**config.mk**
```make
export PLATFORM = sky130hd
export DESIGN_NAME = result_streamer
export DESIGN_NICKNAME = d
export VERILOG_FILES = /design/src/rtl/result_streamer.sv
export SDC_FILE = /design/constraint.sdc
export NUM_CORES = 1
export LEC_CHECK = 0
export ABC_AREA = 1
export CORE_AREA = 2 2 84 86
export DETAILED_ROUTE_END_ITERATION = 8
export DIE_AREA = 0 0 86 88
export GPL_TIMING_DRIVEN = 1
export PLACE_DENSITY = 0.86
export SYNTH_ARGS = -nofsm -noshare
export SYNTH_HDL_FRONTEND = slang
export SYNTH_SLANG_ARGS = --single-unit
```
**constraint.sdc**
```tcl
create_clock -name clk -period 3.5 [get_ports clk]
set_input_delay 0.525 -clock clk [delete_from_list [all_inputs] [get_ports clk]]
set_output_delay 0.525 -clock clk [all_outputs]
set_load 0.02 [all_outputs]
```
**src/rtl/result_streamer.sv**
```systemverilog
// ---------------------------------------------------------------------------
// result_streamer: captures the result bus after a settle delay, then streams
// it out LSB byte first over 8-bit valid/ready with a trailing XOR checksum.
// Revision: 1.0
// ---------------------------------------------------------------------------
`default_nettype none

module result_streamer #(
  parameter int RESULT_W      = 32,
  parameter int SETTLE_CYCLES = 2
) (
  input  logic                clk,
  input  logic                reset,
  input  logic                start,
  input  logic [RESULT_W-1:0] result_in,
  output logic [7:0]          byte_out,
  output logic                byte_valid,
  input  logic                byte_ready,
  output logic                byte_last,
  output logic                busy,
  output logic                done,
  output logic [7:0]          frame_count
);

  localparam int NUM_BYTES = RESULT_W / 8;

  typedef enum logic [1:0] {
    IDLE   = 2'd0,
    SETTLE = 2'd1,
    SEND   = 2'd2
  } state_t;

  state_t              state_q, state_d;
  logic [3:0]          settle_cnt_q, settle_cnt_d;
  logic [RESULT_W-1:0] shadow_q, shadow_d;
  logic [7:0]          checksum_q, checksum_d;
  logic [3:0]          index_q, index_d;
  logic [7:0]          byte_out_q, byte_out_d;
  logic                byte_valid_q, byte_valid_d;
  logic                byte_last_q, byte_last_d;
  logic                busy_q, busy_d;
  logic                done_q, done_d;
  logic [7:0]          frame_count_q, frame_count_d;

  logic [7:0]          result_xor;
  logic [3:0]          next_index;
  logic [7:0]          next_shadow_byte;

  always_comb begin
    result_xor = '0;
    for (int b = 0; b < NUM_BYTES; b++) begin
      result_xor = result_xor ^ result_in[b*8 +: 8];
    end
  end

  // Byte presented after a transfer; the output is registered, so it is
  // looked up from the index the next cycle will hold.
  always_comb begin
    next_index       = index_q + 4'd1;
    next_shadow_byte = '0;
    for (int b = 0; b < NUM_BYTES; b++) begin
      if (next_index == 4'(b)) begin
        next_shadow_byte = shadow_q[b*8 +: 8];
      end
    end
  end

  always_comb begin
    state_d       = state_q;
    settle_cnt_d  = settle_cnt_q;
    shadow_d      = shadow_q;
    checksum_d    = checksum_q;
    index_d       = index_q;
    byte_out_d    = byte_out_q;
    byte_valid_d  = byte_valid_q;
    byte_last_d   = byte_last_q;
    done_d        = 1'b0;
    frame_count_d = frame_count_q;

    case (state_q)
      IDLE: begin
        byte_valid_d = 1'b0;
        byte_last_d  = 1'b0;
        byte_out_d   = '0;
        if (start) begin
          state_d      = SETTLE;
          settle_cnt_d = 4'(SETTLE_CYCLES);
        end
      end
      SETTLE: begin
        if (settle_cnt_q != 4'd0) begin
          settle_cnt_d = settle_cnt_q - 4'd1;
        end else begin
          shadow_d     = result_in;
          checksum_d   = result_xor;
          index_d      = 4'd0;
          byte_out_d   = result_in[7:0];
          byte_valid_d = 1'b1;
          byte_last_d  = 1'b0;
          state_d      = SEND;
        end
      end
      SEND: begin
        if (byte_ready) begin
          if (index_q == 4'(NUM_BYTES)) begin
            state_d       = IDLE;
            index_d       = 4'd0;
            byte_out_d    = '0;
            byte_valid_d  = 1'b0;
            byte_last_d   = 1'b0;
            done_d        = 1'b1;
            frame_count_d = frame_count_q + 8'd1;
          end else begin
            index_d = next_index;
            if (next_index == 4'(NUM_BYTES)) begin
              byte_out_d  = checksum_q;
              byte_last_d = 1'b1;
            end else begin
              byte_out_d  = next_shadow_byte;
              byte_last_d = 1'b0;
            end
          end
        end
      end
      default: begin
        state_d = IDLE;
      end
    endcase

    busy_d = (state_d != IDLE);
  end

  always_ff @(posedge clk) begin
    if (reset) begin
      state_q       <= IDLE;
      settle_cnt_q  <= '0;
      shadow_q      <= '0;
      checksum_q    <= '0;
      index_q       <= '0;
      byte_out_q    <= '0;
      byte_valid_q  <= 1'b0;
      byte_last_q   <= 1'b0;
      busy_q        <= 1'b0;
      done_q        <= 1'b0;
      frame_count_q <= '0;
    end else begin
      state_q       <= state_d;
      settle_cnt_q  <= settle_cnt_d;
      shadow_q      <= shadow_d;
      checksum_q    <= checksum_d;
      index_q       <= index_d;
      byte_out_q    <= byte_out_d;
      byte_valid_q  <= byte_valid_d;
      byte_last_q   <= byte_last_d;
      busy_q        <= busy_d;
      done_q        <= done_d;
      frame_count_q <= frame_count_d;
    end
  end

  assign byte_out    = byte_out_q;
  assign byte_valid  = byte_valid_q;
  assign byte_last   = byte_last_q;
  assign busy        = busy_q;
  assign done        = done_q;
  assign frame_count = frame_count_q;

endmodule

`default_nettype wire
```
# --- Word-level counts from Yosys, hierarchy flattened ---
# Cells that the tools add are included.
totals:
  mem_bits_rw: 0
  romBits: 0
  memories: 0
  regBits: 70
  elab_cells: 77
  latch_bits: 0
classes:
  n_bitwise: 6
  div_mod_pow: 0
  n_reduce_logical: 14
  n_mul: 0
  shift: 0
  magnitude_cmp: 0
  add_sub_neg: 3
  mux: 31
  n_eq_ne: 12
op_table:
  columns: ["operator", "n"]
  rows:
  - ["$mux W8", 8]
  - ["$pmux W8 S3", 1]
  - ["$xor A8 B8 Y8", 3]
  - ["$mux W4", 5]
  - ["$pmux W4 S2", 2]
  - ["$reduce_and A3 Y1", 4]
  - ["$ne A2 B2 Y1 const B", 5]
  - ["$add A8 B1 Y8 const B", 1]
  - ["$eq A4 B2 Y1 const B", 2]
  - ["$eq A4 B3 Y1 const B", 2]
  - ["$mux W1", 8]
  - ["$mux W2", 4]
  - ["$pmux W1 S3", 2]
  - ["$pmux W2 S3", 1]
  - ["$reduce_bool A2 Y1", 3]
  - ["$add A4 B1 Y4 const B", 1]
  - ["$eq A4 B1 Y1 const B", 1]
  - ["$logic_not A4 Y1", 1]
  - ["$reduce_and A4 Y1", 1]
  - ["$reduce_bool A4 Y1", 1]
  - ["$sub A4 B1 Y4 const B", 1]
  - ["$not A1 Y1", 3]
  - ["$reduce_bool A3 Y1", 1]
  - ["$reduce_or A3 Y1", 1]
  - ["4 further kinds", 4]

# --- Depth between registers and ports, before layout ---
depth:
  ltp_word: 10
  mapped_depth: 15

# --- Least setup slack after synthesis ---
# No wires, ideal clock.
synth_timing:
  kind: "reg-to-reg"
  from: "reg index_q[0]"
  to: "reg frame_count_q[6] (netlist: frame_count[6])"
  arrival_ns: 1.684
  slack_ns: 1.701
  n_path_buf: 0
  synth_period_minus_slack_ns: 1.799
  required_time_ns: 3.385
  stages_incl_launch_ff: 11
  setup_time_ns: 0.115
  cell_sequence: "dfxtp_1 inv_1 ha_1 inv_1 nor3_2 nand3_1 nor4_2 inv_2 nor2_1 a21oi_1 o21a_1"
synth_between:
  elab_chain_len: 2
synth_lines:
  columns: ["item", "line", "rtl"]
  rows:
  - ["from (decl)", "37", "logic [3:0] index_q, index_d;"]
  - ["from (signal assigned)", "151", "index_q <= index_d;"]
  - ["$eq A4 B3 Y1", "105", "if (index_q == 4'(NUM_BYTES)) begin"]
  - ["$reduce_and A3 Y1 (no line)", null, null]
  - ["to (signal assigned)", "157", "frame_count_q <= frame_count_d;"]
  - ["to (decl)", "43", "logic [7:0] frame_count_q, frame_count_d;"]
# No other way between the ends.
# A chain may end at the register's enable or synchronous reset.

# --- Final worst setup path ---
layout_timing:
  from: "reg state_q[1]"
  to: "reg shadow_q[10]"
layout_between:
  elab_chain_len: 2
layout_lines:
  columns: ["item", "line", "rtl"]
  rows:
  - ["from (decl)", "33", "state_t state_q, state_d;"]
  - ["from (signal assigned)", "147", "state_q <= state_d;"]
  - ["$eq A2 B1 Y1", "80", "case (state_q)"]
  - ["$reduce_and A2 Y1 (no line)", null, null]
  - ["to (signal assigned)", "149", "shadow_q <= shadow_d;"]
  - ["to (decl)", "35", "logic [RESULT_W-1:0] shadow_q, shadow_d;"]
# No other way between the ends.

==> flow_summary.json <==
{
  "outcome": "completed",
  "worstSetupEndpointType": "flop",
  "drc_errors": 0,
  "yosysWarnings": 0,
  "grt_first_pass_wirelength_um": 14700,
  "ioPinCount": 56,
  "reg2reg_slack_ns": 1.15,
  "power_per_cell_area_nw_per_um2": 565,
  "worst_pin_slew_ns": 0.710,
  "synth_most_common_cell": "nand2_1",
  "area_growth_pct": 20.3,
  "worstPathRequired_ns": 3.72,
  "antenna_found_initial": 0,
  "async_flop_share": 0,
  "vias_per_cell": 5.30,
  "grt_max_degree": 49,
  "finalMaxSlewViolations": 0,
  "dr.first_iter.drc_count": 250,
  "leakagePower_nw": 1.85,
  "grt_pass1_vias": 3257,
  "cts_hold_buffers": 0,
  "max_slew_margin": 0.525,
  "drtPass1Iterations": 5,
  "synthTopCellsByArea": "dfxtp_1 38%, nand2_1 10%, a21oi_1 8.5%, inv_1 6.0%, xnor2_1 5.7%",
  "h-tree-depth": 3,
  "slowest_stage": "ha_1",
  "design_area_um2": 4460,
  "drt_wl_total_um": 8680,
  "rows": 30,
  "cp_cell_sequence": "inv_1 > ha_1 > inv_1 > nor2_1 > buf_4 > inv_1 > buf_4 > o21ai_0 > a21oi_1",
  "cts_setup_buffers": 0,
  "place.gp.congestion": 0.821,
  "synth_edf_count": 0,
  "arrival_ns": 2.57,
  "setup-tns-final_ns": 0,
  "yosysSeqAreaShare": 0.377,
  "min_path_type": "flop to flop",
  "cap_violations": 0,
  "ctsResizeCount": 0,
  "drive_above_1_share": 0.0873,
  "core_um2": 6640,
  "avgSynthCellArea_um2": 7.35,
  "cpPeakStageDelay_ns": 0.57,
  "post-route-period-util": 0.670,
  "n_antenna_cell": 0,
  "clock_sinks": 70,
  "placed_cell_area_um2": 4260,
  "ys_seq_elements": 70,
  "final_nets": 604,
  "cts_buffers": 9,
  "ys.flop_type": "dfxtp_1",
  "clk_path_buf_depth": 2,
  "fp.dieW_um": 86,
  "die_y_um": 88,
  "ir_drop_mv": 0.313,
  "max_freq_ghz": 0.426,
  "clock_skew_ns": 0.00581,
  "dp_hpwl_um": 6120,
  "dieArea_um2": 7570,
  "synth_fp_nets": 553,
  "cts_tree": "done",
  "grt_setup_unrepaired": "false",
  "synth_top_area_cell": "dfxtp_1",
  "initial_core_util": 0.559,
  "critPathMostFrequentCell": "inv_1",
  "path_clk_slew_ns": 0.08,
  "clk_latency_ns": 0.35,
  "wl_per_cell_um": 13.5,
  "yosysTopAreaCellShare": 0.377,
  "min_period_ns": 2.35,
  "start_kind": "flop",
  "grt_overflow": 0,
  "final_antenna_net_count": 0,
  "setup_viol": 0,
  "vias": 3395,
  "cp_max_fo": 48,
  "crit_type": "flop to flop",
  "synth_area_um2": 3710,
  "root_buffer": "clkbuf_8",
  "yosysUniqueCellTypes": 40,
  "finalHoldViolCount": 0,
  "synth_cells": 505,
  "grt_usage": 0.244,
  "placement.io_buffers": 55,
  "synth_commonest_cells": "102 x nand2_1, 70 x dfxtp_1, 63 x a21oi_1, 59 x inv_1, 53 x nor2_1"
}
-- cells in the final DEF (no fill, tap or decap), types with 2 or more instances in the layout --
| cell | n |
|---|---|
| nand2_1 | 102 |
| dfxtp_1 | 70 |
| a21oi_1 | 63 |
| inv_1 | 59 |
| clkdlybuf4s50_1 | 55 |
| nor2_1 | 53 |
| xnor2_1 | 24 |
| o21ai_0 | 22 |
| nand3_1 | 16 |
| ha_1 | 12 |
| o21ai_1 | 11 |
| clkbuf_8 | 11 |
| o211ai_1 | 8 |
| inv_2 | 6 |
| nand2_2 | 5 |
| a21oi_2 | 4 |
| buf_4 | 4 |
| xor2_1 | 3 |
| a211oi_1 | 3 |
| clkinv_1 | 2 |
| nand4_1 | 2 |
| nor2_8 | 2 |
| nor2_2 | 2 |
| nor2_4 | 2 |
| o21a_1 | 2 |
| clkinv_2 | 2 |
-- cell families after synthesis --
group / count (synthesis) / synth area share
and+or+nand+nor: 195 / 0.245
DFF: 70 / 0.377
AOI/OAI and AO/OA: 115 / 0.169
adders and majority gates: 12 / 0.0404
xor gates and xnor gates: 27 / 0.0637
buffers and inverters: 86 / 0.104
-- per-stage QoR --
step / power [mW] / std cells / hold slack, ns / setup WS (ns) / util
floorplan: 1.65 / 505 / 0.430 / 1.70 / -
global placement: 1.80 / 625 / 0.443 / 1.29 / 0.641
detailed placement: 1.84 / 625 / 0.450 / 1.21 / 0.641
CTS: 2.52 / 641 / 0.460 / 1.18 / 0.672
global route: 2.68 / 641 / 0.476 / 0.901 / 0.672
finish: 2.52 / 641 / 0.460 / 1.15 / 0.672
-- flip-flops by register name, indices dropped and copies added (netlist names) --
name / count
state_q: 2
byte_valid: 1
checksum_q: 8
done: 1
busy: 1
frame_count: 8
byte_out: 8
settle_cnt_q: 4
shadow_q: 32
index_q: 4
byte_last: 1
-- report_power, final --
group	internal, mW	switching (mW)	leakage (nW)
Sequential	0.926	0.0679	0.570
Combinational	0.304	0.539	1.17
Clock	0.368	0.316	0.106
Total	1.60	0.923	1.85
-- area by class of cell --
cell class	count	area, µm²
clock buffer	11	151
clock inverter	5	56.3
fill	565	2180
inverter	67	251
multi-input combinational	349	1920
sequential	70	1400
tap	80	100
timing repair buffer	59	581
-- layer usage --
layer,track usage,wire (µm),vias up
li1,-,-,1720
met1,0.311,3900,1552
met2,0.414,4140,110
met3,0.0377,511,13
met4,0.101,133,0
met5,0,0,-
-- worst paths after layout --
kind,from,endpoint,cells after the start
max reg2reg,state_q[1]$_SDFF_PP0_,shadow_q[10]$_SDFFE_PP0P_,9
max,state_q[1]$_SDFF_PP0_,shadow_q[10]$_SDFFE_PP0P_,9
min,shadow_q[10]$_SDFFE_PP0P_,shadow_q[10]$_SDFFE_PP0P_,2
min reg2reg,shadow_q[10]$_SDFFE_PP0P_,shadow_q[10]$_SDFFE_PP0P_,2
-- worst max-delay path, delay by kind of cell, from the launching register on --
kind	cells	cell delay [ns]
AO/OA/AOI/OAI	2	0.27
flip-flops	1	0.33
buffers and inverters	5	0.92
adder cells (fa/ha/maj)	1	0.57
AND/OR/NAND/NOR	1	0.12
Note: power is estimated with default switching activity, not from simulation.
